`src/rtl/sdram_init_ctrl_if.sv`:
```
`timescale 1ns/1ps
// Init-sequencer command bus toward the SDRAM pins / bus arbiter.
// Master drives the command, bank, address and completion flag; slave observes them.
interface sdram_init_ctrl_if;
    logic [3:0]  init_cmd;
    logic [1:0]  init_ba;
    logic [12:0] init_addr;
    logic        init_end;

    modport master (
        output init_cmd,
        output init_ba,
        output init_addr,
        output init_end
    );

    modport slave (
        input init_cmd,
        input init_ba,
        input init_addr,
        input init_end
    );
endinterface

```
`src/rtl/sdram_init_ctrl.sv`:
```
`timescale 1ns/1ps
// SDR SDRAM power-up sequencer: wait, PRECHARGE ALL, AR_NUM x AUTO REFRESH, LOAD MODE, then init_end.
// Moore outputs decoded from the registered state; no backpressure, the bus is owned until init_end.
module sdram_init_ctrl #(
    parameter int          T_POWER  = 10000,
    parameter int          TRP_CLK  = 2,
    parameter int          TRFC_CLK = 7,
    parameter int          TMRD_CLK = 3,
    parameter int          AR_NUM   = 8,
    parameter logic [12:0] MODE_REG = 13'b0_0000_0011_0111
) (
    input  logic               sys_clk,
    input  logic               sys_rst_n,
    sdram_init_ctrl_if.master  init_bus
);

    localparam int PWR_W_RAW = $clog2(T_POWER);
    localparam int PWR_W     = (PWR_W_RAW > 14) ? PWR_W_RAW : 14;
    localparam int AR_W_RAW  = $clog2(AR_NUM + 1);
    localparam int AR_W      = (AR_W_RAW > 4) ? AR_W_RAW : 4;
    localparam int CYC_MAX_A = (TRP_CLK > TRFC_CLK) ? TRP_CLK : TRFC_CLK;
    localparam int CYC_MAX   = (CYC_MAX_A > TMRD_CLK) ? CYC_MAX_A : TMRD_CLK;
    localparam int CYC_W_RAW = $clog2(CYC_MAX);
    localparam int CYC_W     = (CYC_W_RAW > 3) ? CYC_W_RAW : 3;

    localparam logic [PWR_W-1:0] PWR_LAST  = PWR_W'(T_POWER - 1);
    localparam logic [CYC_W-1:0] TRP_LAST  = CYC_W'(TRP_CLK - 1);
    localparam logic [CYC_W-1:0] TRFC_LAST = CYC_W'(TRFC_CLK - 1);
    localparam logic [CYC_W-1:0] TMRD_LAST = CYC_W'(TMRD_CLK - 1);
    localparam logic [AR_W-1:0]  AR_TOTAL  = AR_W'(AR_NUM);

    localparam logic [3:0] CMD_NOP       = 4'b0111;
    localparam logic [3:0] CMD_PRECHARGE = 4'b0010;
    localparam logic [3:0] CMD_AREF      = 4'b0001;
    localparam logic [3:0] CMD_LMR       = 4'b0000;

    typedef enum logic [2:0] {
        S_IDLE,
        S_PRE,
        S_TRP,
        S_AR,
        S_TRF,
        S_MRS,
        S_TMRD,
        S_END
    } state_t;

    state_t             state_q,   state_d;
    logic [PWR_W-1:0]   pwr_cnt_q, pwr_cnt_d;
    logic [AR_W-1:0]    ar_cnt_q,  ar_cnt_d;
    logic [CYC_W-1:0]   cyc_cnt_q, cyc_cnt_d;

    logic [3:0]         cmd;
    logic [1:0]         ba;
    logic [12:0]        addr;
    logic               done;

    always_ff @(posedge sys_clk or negedge sys_rst_n) begin
        if (!sys_rst_n) begin
            state_q   <= S_IDLE;
            pwr_cnt_q <= '0;
            ar_cnt_q  <= '0;
            cyc_cnt_q <= '0;
        end else begin
            state_q   <= state_d;
            pwr_cnt_q <= pwr_cnt_d;
            ar_cnt_q  <= ar_cnt_d;
            cyc_cnt_q <= cyc_cnt_d;
        end
    end

    always_comb begin
        state_d   = state_q;
        pwr_cnt_d = pwr_cnt_q;
        ar_cnt_d  = ar_cnt_q;
        unique case (state_q)
            S_IDLE: begin
                // Power counter stops at its terminal value rather than wrapping.
                if (pwr_cnt_q == PWR_LAST) begin
                    state_d = S_PRE;
                end else begin
                    pwr_cnt_d = pwr_cnt_q + PWR_W'(1);
                end
            end
            S_PRE: state_d = S_TRP;
            S_TRP: begin
                if (cyc_cnt_q == TRP_LAST) state_d = S_AR;
            end
            S_AR: begin
                ar_cnt_d = ar_cnt_q + AR_W'(1);
                state_d  = S_TRF;
            end
            S_TRF: begin
                if (cyc_cnt_q == TRFC_LAST) begin
                    state_d = (ar_cnt_q < AR_TOTAL) ? S_AR : S_MRS;
                end
            end
            S_MRS: state_d = S_TMRD;
            S_TMRD: begin
                if (cyc_cnt_q == TMRD_LAST) state_d = S_END;
            end
            S_END:   state_d = S_END;
            default: state_d = S_IDLE;
        endcase
    end

    // Cycle counter only runs inside the NOP wait states and restarts on every transition.
    always_comb begin
        cyc_cnt_d = '0;
        if (state_d == state_q &&
            (state_q == S_TRP || state_q == S_TRF || state_q == S_TMRD)) begin
            cyc_cnt_d = cyc_cnt_q + CYC_W'(1);
        end
    end

    always_comb begin
        cmd  = CMD_NOP;
        ba   = 2'b11;
        addr = 13'h1FFF;
        done = 1'b0;
        unique case (state_q)
            S_PRE:   cmd = CMD_PRECHARGE;
            S_AR:    cmd = CMD_AREF;
            S_MRS: begin
                cmd  = CMD_LMR;
                ba   = 2'b00;
                addr = MODE_REG;
            end
            S_END:   done = 1'b1;
            default: cmd = CMD_NOP;
        endcase
    end

    assign init_bus.init_cmd  = cmd;
    assign init_bus.init_ba   = ba;
    assign init_bus.init_addr = addr;
    assign init_bus.init_end  = done;

endmodule

```
`src/flat_wrapper.sv`:
```
// flat-port wrapper written by rule: the top's interface ports become plain ports
module sdram_init_ctrl_flat 
#(
    parameter int          T_POWER  = 10000,
    parameter int          TRP_CLK  = 2,
    parameter int          TRFC_CLK = 7,
    parameter int          TMRD_CLK = 3,
    parameter int          AR_NUM   = 8,
    parameter logic [12:0] MODE_REG = 13'b0_0000_0011_0111
)
  (sys_clk, sys_rst_n, init_bus_init_cmd, init_bus_init_ba, init_bus_init_addr, init_bus_init_end);
  sdram_init_ctrl_if init_bus_i ();
  input  logic sys_clk;
  input  logic sys_rst_n;
  output wire logic [$bits(init_bus_i.init_cmd)-1:0] init_bus_init_cmd;
  output wire logic [$bits(init_bus_i.init_ba)-1:0] init_bus_init_ba;
  output wire logic [$bits(init_bus_i.init_addr)-1:0] init_bus_init_addr;
  output wire logic [$bits(init_bus_i.init_end)-1:0] init_bus_init_end;
  assign init_bus_init_cmd = init_bus_i.init_cmd;
  assign init_bus_init_ba = init_bus_i.init_ba;
  assign init_bus_init_addr = init_bus_i.init_addr;
  assign init_bus_init_end = init_bus_i.init_end;
  sdram_init_ctrl #(.T_POWER(T_POWER), .TRP_CLK(TRP_CLK), .TRFC_CLK(TRFC_CLK), .TMRD_CLK(TMRD_CLK), .AR_NUM(AR_NUM), .MODE_REG(MODE_REG)) u_core (.sys_clk(sys_clk), .sys_rst_n(sys_rst_n), .init_bus(init_bus_i));
endmodule
```
`config.mk`:
```
export PLATFORM = sky130hd
export DESIGN_NAME = sdram_init_ctrl_flat
export DESIGN_NICKNAME = d
export VERILOG_FILES = /design/src/rtl/sdram_init_ctrl_if.sv /design/src/rtl/sdram_init_ctrl.sv /design/src/flat_wrapper.sv
export SDC_FILE = /design/constraint.sdc
export NUM_CORES = 1
export LEC_CHECK = 0
export ABC_CLOCK_PERIOD_IN_PS = 2900
export CORE_AREA = 2 2 55 57
export DETAILED_ROUTE_END_ITERATION = 10
export DIE_AREA = 0 0 57 59
export PLACE_DENSITY_LB_ADDON = 0.25
export SETUP_SLACK_MARGIN = 0.4
export SLEW_MARGIN = 25
export SYNTH_ARGS = -nofsm -noshare
export SYNTH_HDL_FRONTEND = slang
export SYNTH_SLANG_ARGS = --single-unit
```
`constraint.sdc`:
```
create_clock -name sys_clk -period 2.9 [get_ports sys_clk]
set_clock_uncertainty 0.05 [all_clocks]
set_input_delay 0.58 -clock sys_clk [delete_from_list [all_inputs] [get_ports sys_clk]]
set_output_delay 0.58 -clock sys_clk [all_outputs]
set_load 0.01 [all_outputs]
```
==> qor.csv, run 1 <==
stage;metric;value;unit
status;run status;completed;
timing;Final Hold Fails;0;
clocking;clock transition at the registers of the reported paths;110;ps
hold_path;hold_sp;u_core.ar_cnt_q[3];
placed_design;Placed Cells;167;
global_route;routing usage on met3;0.0349;
worst_setup_path;nature of the critical path endpoint;output port;
hold_path;hold depth;1;
global_route;first-pass GRT wire length;3870;um
floorplanning;initial core utilization;0.497;
logic_synthesis;dominant synthesized flop cell;dfrtp_1;
global_route;GR Util met1;0.194;
floorplanning;die area;3360;um^2
hold_path;worst hold path type;flop to flop;
logic_synthesis;cell with the most instances after synthesis;dfrtp_1;
cells_and_area;synthesis-to-layout area growth;8.36;%
floorplanning;I/O pin count;22;
route;Post-Route WL;2210;um
logic_synthesis;count of cell types in the netlist;34;
timing;max-slew violation count;0;
worst_setup_path;R2R Path End;u_core.pwr_cnt_q[1];
worst_setup_path;r2r setup slk;780;ps
worst_setup_path;CP max FO;12;
clocking;clock tree buffer depth;2;
cells_and_area;fin cells;170;
worst_setup_path;Critical Setup Path Class;flop to output port;
cells_and_area;share of layout cells above drive strength 1;0.101;
power_and_ir_drop;PwrDens;333;nW/um^2
route;vias per cell;5.22;
worst_setup_path;worst endpoint required time;2270;ps
placed_design;final weighted congestion in routability-driven placement;0.820;
clocking;Root Buffer;clkbuf_4;
logic_synthesis;Mapped Cells;133;
placed_design;port buffer count;15;
clocking;clock tree sinks;24;
global_route;Tot GR Track Use;0.149;
logic_synthesis;synthesized area per cell;10.1;um^2
power_and_ir_drop;Lkg Pwr;0.645;nW
timing;FMAX;420;MHz
floorplanning;Rows;19;
timing;Tcrit/Tclk final;0.821;
clocking;H-tree levels;1;
flow_run;number of max-cap violations;0;
route;DRT iter0 DRCs;39;
logic_synthesis;multiplexer share of the synthesized area;0.0195;
logic_synthesis;adder-cell area share of the yosys netlist;0.0465;
route;Post-DRT Antenna Nets;0;
logic_synthesis;Post-synth EDFFs;0;
logic_synthesis;YS warnings;0;
global_route;GRT overflow;0;
logic_synthesis;commonest cells in the netlist;dfrtp_1, buf_4, xnor2_1;
worst_setup_path;Worst EP arrival;1750;ps
route;post-DR wirelength/cell;13.0;um
logic_synthesis;Post-Syn Area;1350;um^2
power_and_ir_drop;total power;0.486;mW
floorplanning;Die Height;59;um
clocking;setup bufs post-CTS;0;
timing;# setup viols final;0;
clocking;Worst-Skew Late Latency;310;ps
logic_synthesis;share of flip-flops with an asynchronous set or reset;1.00;
logic_synthesis;synth top area cells;dfrtp_1, xnor2_1, buf_4, ha_1, nand2_1;
timing;Setup TNS;0;ps
hold_path;Hold Crit Endpoint;u_core.ar_cnt_q[3];
global_route;vias in the first global route;868;
logic_synthesis;post-synthesis sequential area ratio;0.446;
timing;Min Hold Slack;428;ps
timing;Period minus WS final;2380;ps
floorplanning;Core Box Area;2710;um^2
cells_and_area;# nets final;148;
placed_design;DP HPWL;1770;um
cells_and_area;Layout fillers;249;
logic_synthesis;FF+latch count, synth;24;
logic_synthesis;Synth Area in Compound Gates;0.0409;
clocking;CTS tree;built;
clocking;total CTS buffers;3;
worst_setup_path;worst r2r path cells;4;
global_route;GR peak layer;met2;
timing;unrepaired setup endpoints after global routing;false;
worst_setup_path;CP startpoint kind;flop;
route;DRC violations left;0;
cells_and_area;Antenna Cells;0;
logic_synthesis;top cell type's share of synthesized area;0.446;
power_and_ir_drop;worst IR drop on VDD;0.342;mV
logic_synthesis;post-synthesis simple-gate area fraction;0.219;
route;total number of vias;887;
global_route;largest net degree at the start of global routing;25;
logic_synthesis;largest area contributor in the netlist;dfrtp_1;
floorplanning;Die Wd;57;um
global_route;GR Util met2;0.250;
worst_setup_path;Crit Reg-Reg Startpoint;u_core.pwr_cnt_q[4];
logic_synthesis;largest family of logic cells by synthesized area;simple AND/OR/NAND/NOR gates;
route;Detailed Routing Iterations Pass 1;4;
global_route;antenna violations before repair;0;
logic_synthesis;xor-xnor portion of the synthesized cell area;0.111;
==> where the power goes <==
| part | switching, mW | leakage [nW] | internal, mW |
|---|---|---|---|
| Sequential | 0 | 0.319 | 0.335 |
| Clock | 0.0917 | 0.0138 | 0.0484 |
| Combinational | 0.00970 | 0.312 | 0.00207 |
==> timing repair <==
| action | 4_1_cts | 5_1_grt |
|---|---|---|
| hold endpoints to repair | 0 | 0 |
| resized for setup | 1 | 2 |
| setup endpoints to repair | 2 | 11 |
| hold buffers | 0 | 0 |
| pin swaps | 0 | 0 |
==> per-layer routing <==
metal  vias up  share of wire
met5         -              0
met4         0          0.012
met3         6          0.046
met2        30           0.50
met1       413           0.44
li1        438              -
==> worst max-delay path by stage <==
stage	slack (ps)	cells past startpoint	end	start
finish	520	3	init_bus_init_cmd[1]	u_core.state_q[2]
CTS	440	3	init_bus_init_cmd[1]	u_core.state_q[2]
floorplan	860	4	u_core.pwr_cnt_q[1]	u_core.pwr_cnt_q[4]
global placement	790	4	init_bus_init_addr[6]	u_core.state_q[0]
detailed placement	750	4	init_bus_init_addr[12]	u_core.state_q[0]
global route	410	4	init_bus_init_cmd[1]	u_core.state_q[1]
==> critical path: stages (launching register included) <==
cell and delay (ps):
dfrtp_1 610, nor2_2 140, a21oi_1 150, clkdlybuf4s50_1 550
==> cells by family after synthesis <==
logic type / count (synthesis)
and+or+nand+nor: 51
DFF: 24
buffers and inverters: 23
xor gates and xnor gates: 17
AOI/OAI and AO/OA: 9
adders and majority gates: 5
other: 2
muxes: 2
==> per-stage QoR <==
stage | worst slack (ps) | instance area [um^2] | utilization
after CTS | 435 | 1460 | 0.537
after detailed placement | 750 | 1430 | 0.528
after global placement | 794 | 1430 | 0.528
after global routing | 413 | 1460 | 0.538
after floorplan | 863 | 1360 | -
final | 518 | 1460 | 0.538
==> cells in the final DEF (no fill, tap or decap), types with 2 or more instances in the layout <==
cell type	n
xor2_1	4
clkdlybuf4s50_1	15
nor4b_1	2
inv_1	6
clkbuf_4	3
nand2b_1	2
ha_1	5
conb_1	6
nor3_1	7
dfrtp_1	23
o21a_1	2
and3_1	2
a21oi_1	5
nand4_1	4
xnor2_1	13
nand3_1	5
nor2_1	7
nand2_1	9
==> sequential cells by signal, summed over array words and instances, names as in the netlist <==
name              count
u_core.pwr_cnt_q     14
u_core.ar_cnt_q       4
u_core.cyc_cnt_q      3
u_core.state_q        3
==> final cells by class <==
cell class              instances  area, um^2  share of cell area
well taps                      31        38.8              0.0266
repair buffers                 16         158               0.108
multi-input cells              90         616               0.422
flip-flops and latches         24         602               0.413
inverters                       6        22.5              0.0154
clock buffers                   3        22.5              0.0154
Power figures use the tool's default switching activity.
==> run 2: changes to the inputs <==
--- a/config.mk
+++ b/config.mk
@@ -5,7 +5,7 @@
 export SDC_FILE = /design/constraint.sdc
 export NUM_CORES = 1
 export LEC_CHECK = 0
-export ABC_CLOCK_PERIOD_IN_PS = 2900
+export ABC_CLOCK_PERIOD_IN_PS = 2200
 export CORE_AREA = 2 2 55 57
 export DETAILED_ROUTE_END_ITERATION = 10
 export DIE_AREA = 0 0 57 59
==> constraint.sdc (replaced) <==
create_clock -name sys_clk -period 2.2 [get_ports sys_clk]
set_clock_uncertainty 0.05 [all_clocks]
set_input_delay 0.44 -clock sys_clk [delete_from_list [all_inputs] [get_ports sys_clk]]
set_output_delay 0.44 -clock sys_clk [all_outputs]
set_load 0.01 [all_outputs]
==> run 2 against run 1 <==
  * Sequential share of layout area down 4.6 points
  * Cell count up 13%
  * Critical path depth rose by 1
  * Routed wire length rose by 22%
  * Core utilization up 7.0 points
  * Die area unchanged
  * Total power up 41%
  * Hold slack lost 27 ps
  * Count of clock-buffer cells in the layout increased by 1
  * Critical endpoint is now u_core.pwr_cnt_q[1]
  * Largest cell class unchanged
  * Largest power group unchanged
==> qor.csv, run 2 (synthesized netlist as in run 1, its figures left out) <==
stage;metric;value;unit;change
cells_and_area;Finished Core Util;0.608;;+0.0697
route;vias per cell;5.02;;-3.9%
cells_and_area;leading cell types in the layout, fill and taps excluded;dfrtp_1, buf_4, xnor2_1;;
worst_setup_path;Critical Setup Path Class;flop to flop;;
placed_design;DP HPWL;1580;um;-11%
route;DRT iter0 DRCs;24;;-38%
timing;FMAX;490;MHz;
timing;Period minus WS final;2040;ps;
route;Post-Route WL;2690;um;+22%
worst_setup_path;worst r2r path cells;4;;unchanged
cells_and_area;most common cell after layout, fill and taps aside;dfrtp_1;;
worst_setup_path;worst endpoint required time;2370;ps;+100 ps
global_route;Tot GR Track Use;0.170;;+0.0204
cells_and_area;share of layout cells above drive strength 1;0.366;;+0.266
clocking;H-tree levels;1;;unchanged
floorplanning;I/O pin count;22;;unchanged
power_and_ir_drop;power share of the combinational group;0.023;;about the same
flow_run;number of max-cap violations;0;;unchanged
worst_setup_path;Worst path max stage delay;560;ps;-50 ps
floorplanning;Die Height;59;um;unchanged
cells_and_area;Antenna Cells;0;;unchanged
clocking;Worst-Skew Late Latency;320;ps;about the same
clocking;Root Buffer;clkbuf_4;;
worst_setup_path;CP endpoint;u_core.pwr_cnt_q[1];;
power_and_ir_drop;Clock power frac;0.336;;+0.048
placed_design;dpl ws;144;ps;-606 ps
worst_setup_path;CP startpoint kind;flop;;
power_and_ir_drop;switching part of the total;0.207;;-0.00122
power_and_ir_drop;Int Power;0.545;mW;+42%
hold_path;worst hold path type;primary input to asynchronous set/reset pin;;
power_and_ir_drop;switching power;0.142;mW;+40%
clocking;clock transition at the registers of the reported paths;130;ps;+20 ps
worst_setup_path;r2r setup slk;160;ps;-620 ps
cells_and_area;synthesis-to-layout area growth;22.4;%;
route;DRC violations left;0;;unchanged
cells_and_area;number of flip-flops under the largest register name;14;;unchanged
worst_setup_path;CP Cell Sequence;or4b_4 > or4_4 > nand2_4 > mux2_4;;
power_and_ir_drop;worst IR drop on VDD;0.453;mV;+32%
worst_setup_path;Worst EP arrival;2210;ps;+460 ps
global_route;vias in the first global route;919;;+5.9%
worst_setup_path;Setup crit start;u_core.pwr_cnt_q[11];;
timing;# setup viols final;0;;unchanged
clocking;total CTS buffers;3;;unchanged
global_route;GRT overflow;0;;unchanged
global_route;largest net degree at the start of global routing;25;;unchanged
timing;Setup WS post-layout;158;ps;-360 ps
global_route;antenna violations before repair;0;;unchanged
route;total number of vias;963;;+8.6%
cells_and_area;post-route cell area;1650;um^2;+13%
timing;Tcrit/Tclk final;0.928;;
timing;Min Hold Slack;401;ps;-27.5 ps
worst_setup_path;CP max FO;2;;-10
power_and_ir_drop;Lkg Pwr;0.776;nW;+20%
timing;Final Hold Fails;0;;unchanged
cells_and_area;Regs by FF count;u_core.pwr_cnt_q (14), u_core.ar_cnt_q (4);;
placed_design;placed inst area;1440;um^2;+0.53%
cells_and_area;Reg with most FFs;u_core.pwr_cnt_q;;
floorplanning;Rows;19;;unchanged
floorplanning;initial core utilization;0.497;;unchanged
worst_setup_path;Crit Reg-Reg Startpoint;u_core.pwr_cnt_q[11];;
worst_setup_path;R2R Path End;u_core.pwr_cnt_q[1];;
clocking;CTS tree;built;;
timing;max-slew violation count;0;;unchanged
floorplanning;die area;3360;um^2;unchanged
route;post-DR wirelength/cell;14.0;um;+7.8%
placed_design;final weighted congestion in routability-driven placement;0.812;;-0.94%
timing;unrepaired setup endpoints after global routing;true;;
floorplanning;Die Wd;57;um;unchanged
floorplanning;Core Box Area;2710;um^2;unchanged
power_and_ir_drop;PwrDens;417;nW/um^2;+25%
cells_and_area;# nets final;169;;+14%
clocking;clock tree sinks;24;;unchanged
status;run status;completed;;
power_and_ir_drop;sequential power share;0.642;;-0.046
global_route;first-pass GRT wire length;4370;um;+13%
worst_setup_path;nature of the critical path endpoint;flop;;
worst_setup_path;critical path's slowest cell;or4_4;;
route;Detailed Routing Iterations Pass 1;4;;unchanged
clocking;clock tree buffer depth;2;;unchanged
timing;Setup TNS;0;ps;unchanged
placed_design;port buffer count;15;;unchanged
route;Post-DRT Antenna Nets;0;;unchanged
-- run 2: cell count changes in the layout (fill, tap and decap cells not counted), moves of 3 or more --
| cell | previous run | this run |
|---|---|---|
| buf_6 | 0 | 3 |
| dlygate4sd2_1 | 0 | 3 |
| buf_2 | 0 | 10 |
| clkdlybuf4s50_1 | 15 | 1 |
| buf_4 | 1 | 20 |
-- run 2: metal layers --
metal / vias to the layer above / wire (um) / track usage / part of all wire
met4: 0 / 40 / 0.0664 / 0.015
li1: 478 / - / - / -
met3: 4 / 116 / 0.0371 / 0.043
met2: 21 / 1280 / 0.258 / 0.48
met1: 460 / 1250 / 0.239 / 0.47
met5: - / 0 / 0 / 0
-- run 2: cell type report --
cell class,count,area (um^2)
Clock buffer,4,36.3
Fill cell,226,1060
Inverter,6,25.0
Multi-Input combinational cell,90,673
Sequential cell,24,604
Tap cell,31,38.8
Timing Repair Buffer,37,270
-- run 2: worst min-delay path by stage --
| stage | startpoint | endpoint | slack [ps] | depth (start not counted) |
|---|---|---|---|---|
| CTS | sys_rst_n | u_core.pwr_cnt_q[4] | 410 | 2 |
| finish | sys_rst_n | u_core.pwr_cnt_q[13] | 400 | 2 |
| detailed placement | u_core.pwr_cnt_q[13] | u_core.pwr_cnt_q[13] | 400 | 1 |
| floorplan | sys_rst_n | u_core.ar_cnt_q[0] | 90 | 0 |
| global placement | u_core.pwr_cnt_q[13] | u_core.pwr_cnt_q[13] | 410 | 1 |
| global route | sys_rst_n | u_core.pwr_cnt_q[12] | 410 | 2 |
-- run 2: per-stage QoR --
step,cells,total power [mW]
3_5_place_dp,168,0.466
2_1_floorplan,137,0.462
4_1_cts,189,0.699
5_1_grt,192,0.718
6_report,192,0.687
3_3_place_gp,168,0.465
-- run 2: power by group through the flow --
stage                     sequential (mW)  combinational, mW  clock [mW]
after floorplan                     0.450             0.0124           0
after global placement              0.449             0.0159           0
after detailed placement            0.449             0.0161           0
after CTS                           0.441             0.0161       0.242
after global routing                0.441             0.0184       0.258
final                               0.441             0.0155       0.231
-- run 2: what timing repair did --
item | 4_1_cts | 5_1_grt
gates resized for setup | 55 | 16
setup endpoints to repair | 22 | 22
pin swaps | 3 | 7
cloned | 0 | 0
hold buffers | 0 | 0
setup buffers | 17 | 3
-- run 2: worst max-delay path: cells and delay by family (launching register included) --
family / cells / cell delay (ps)
simple gates: 3 / 1200
flops: 1 / 410
mux: 1 / 290
==> run 3: changes to the inputs <==
--- a/config.mk
+++ b/config.mk
@@ -9,6 +9,7 @@
 export CORE_AREA = 2 2 55 57
 export DETAILED_ROUTE_END_ITERATION = 10
 export DIE_AREA = 0 0 57 59
+export GPL_ROUTABILITY_DRIVEN = 1
 export PLACE_DENSITY_LB_ADDON = 0.25
 export SETUP_SLACK_MARGIN = 0.4
 export SLEW_MARGIN = 25
==> results of run 3 <==
Same layout as run 2: the final DEF is identical, and so are final timing and power.
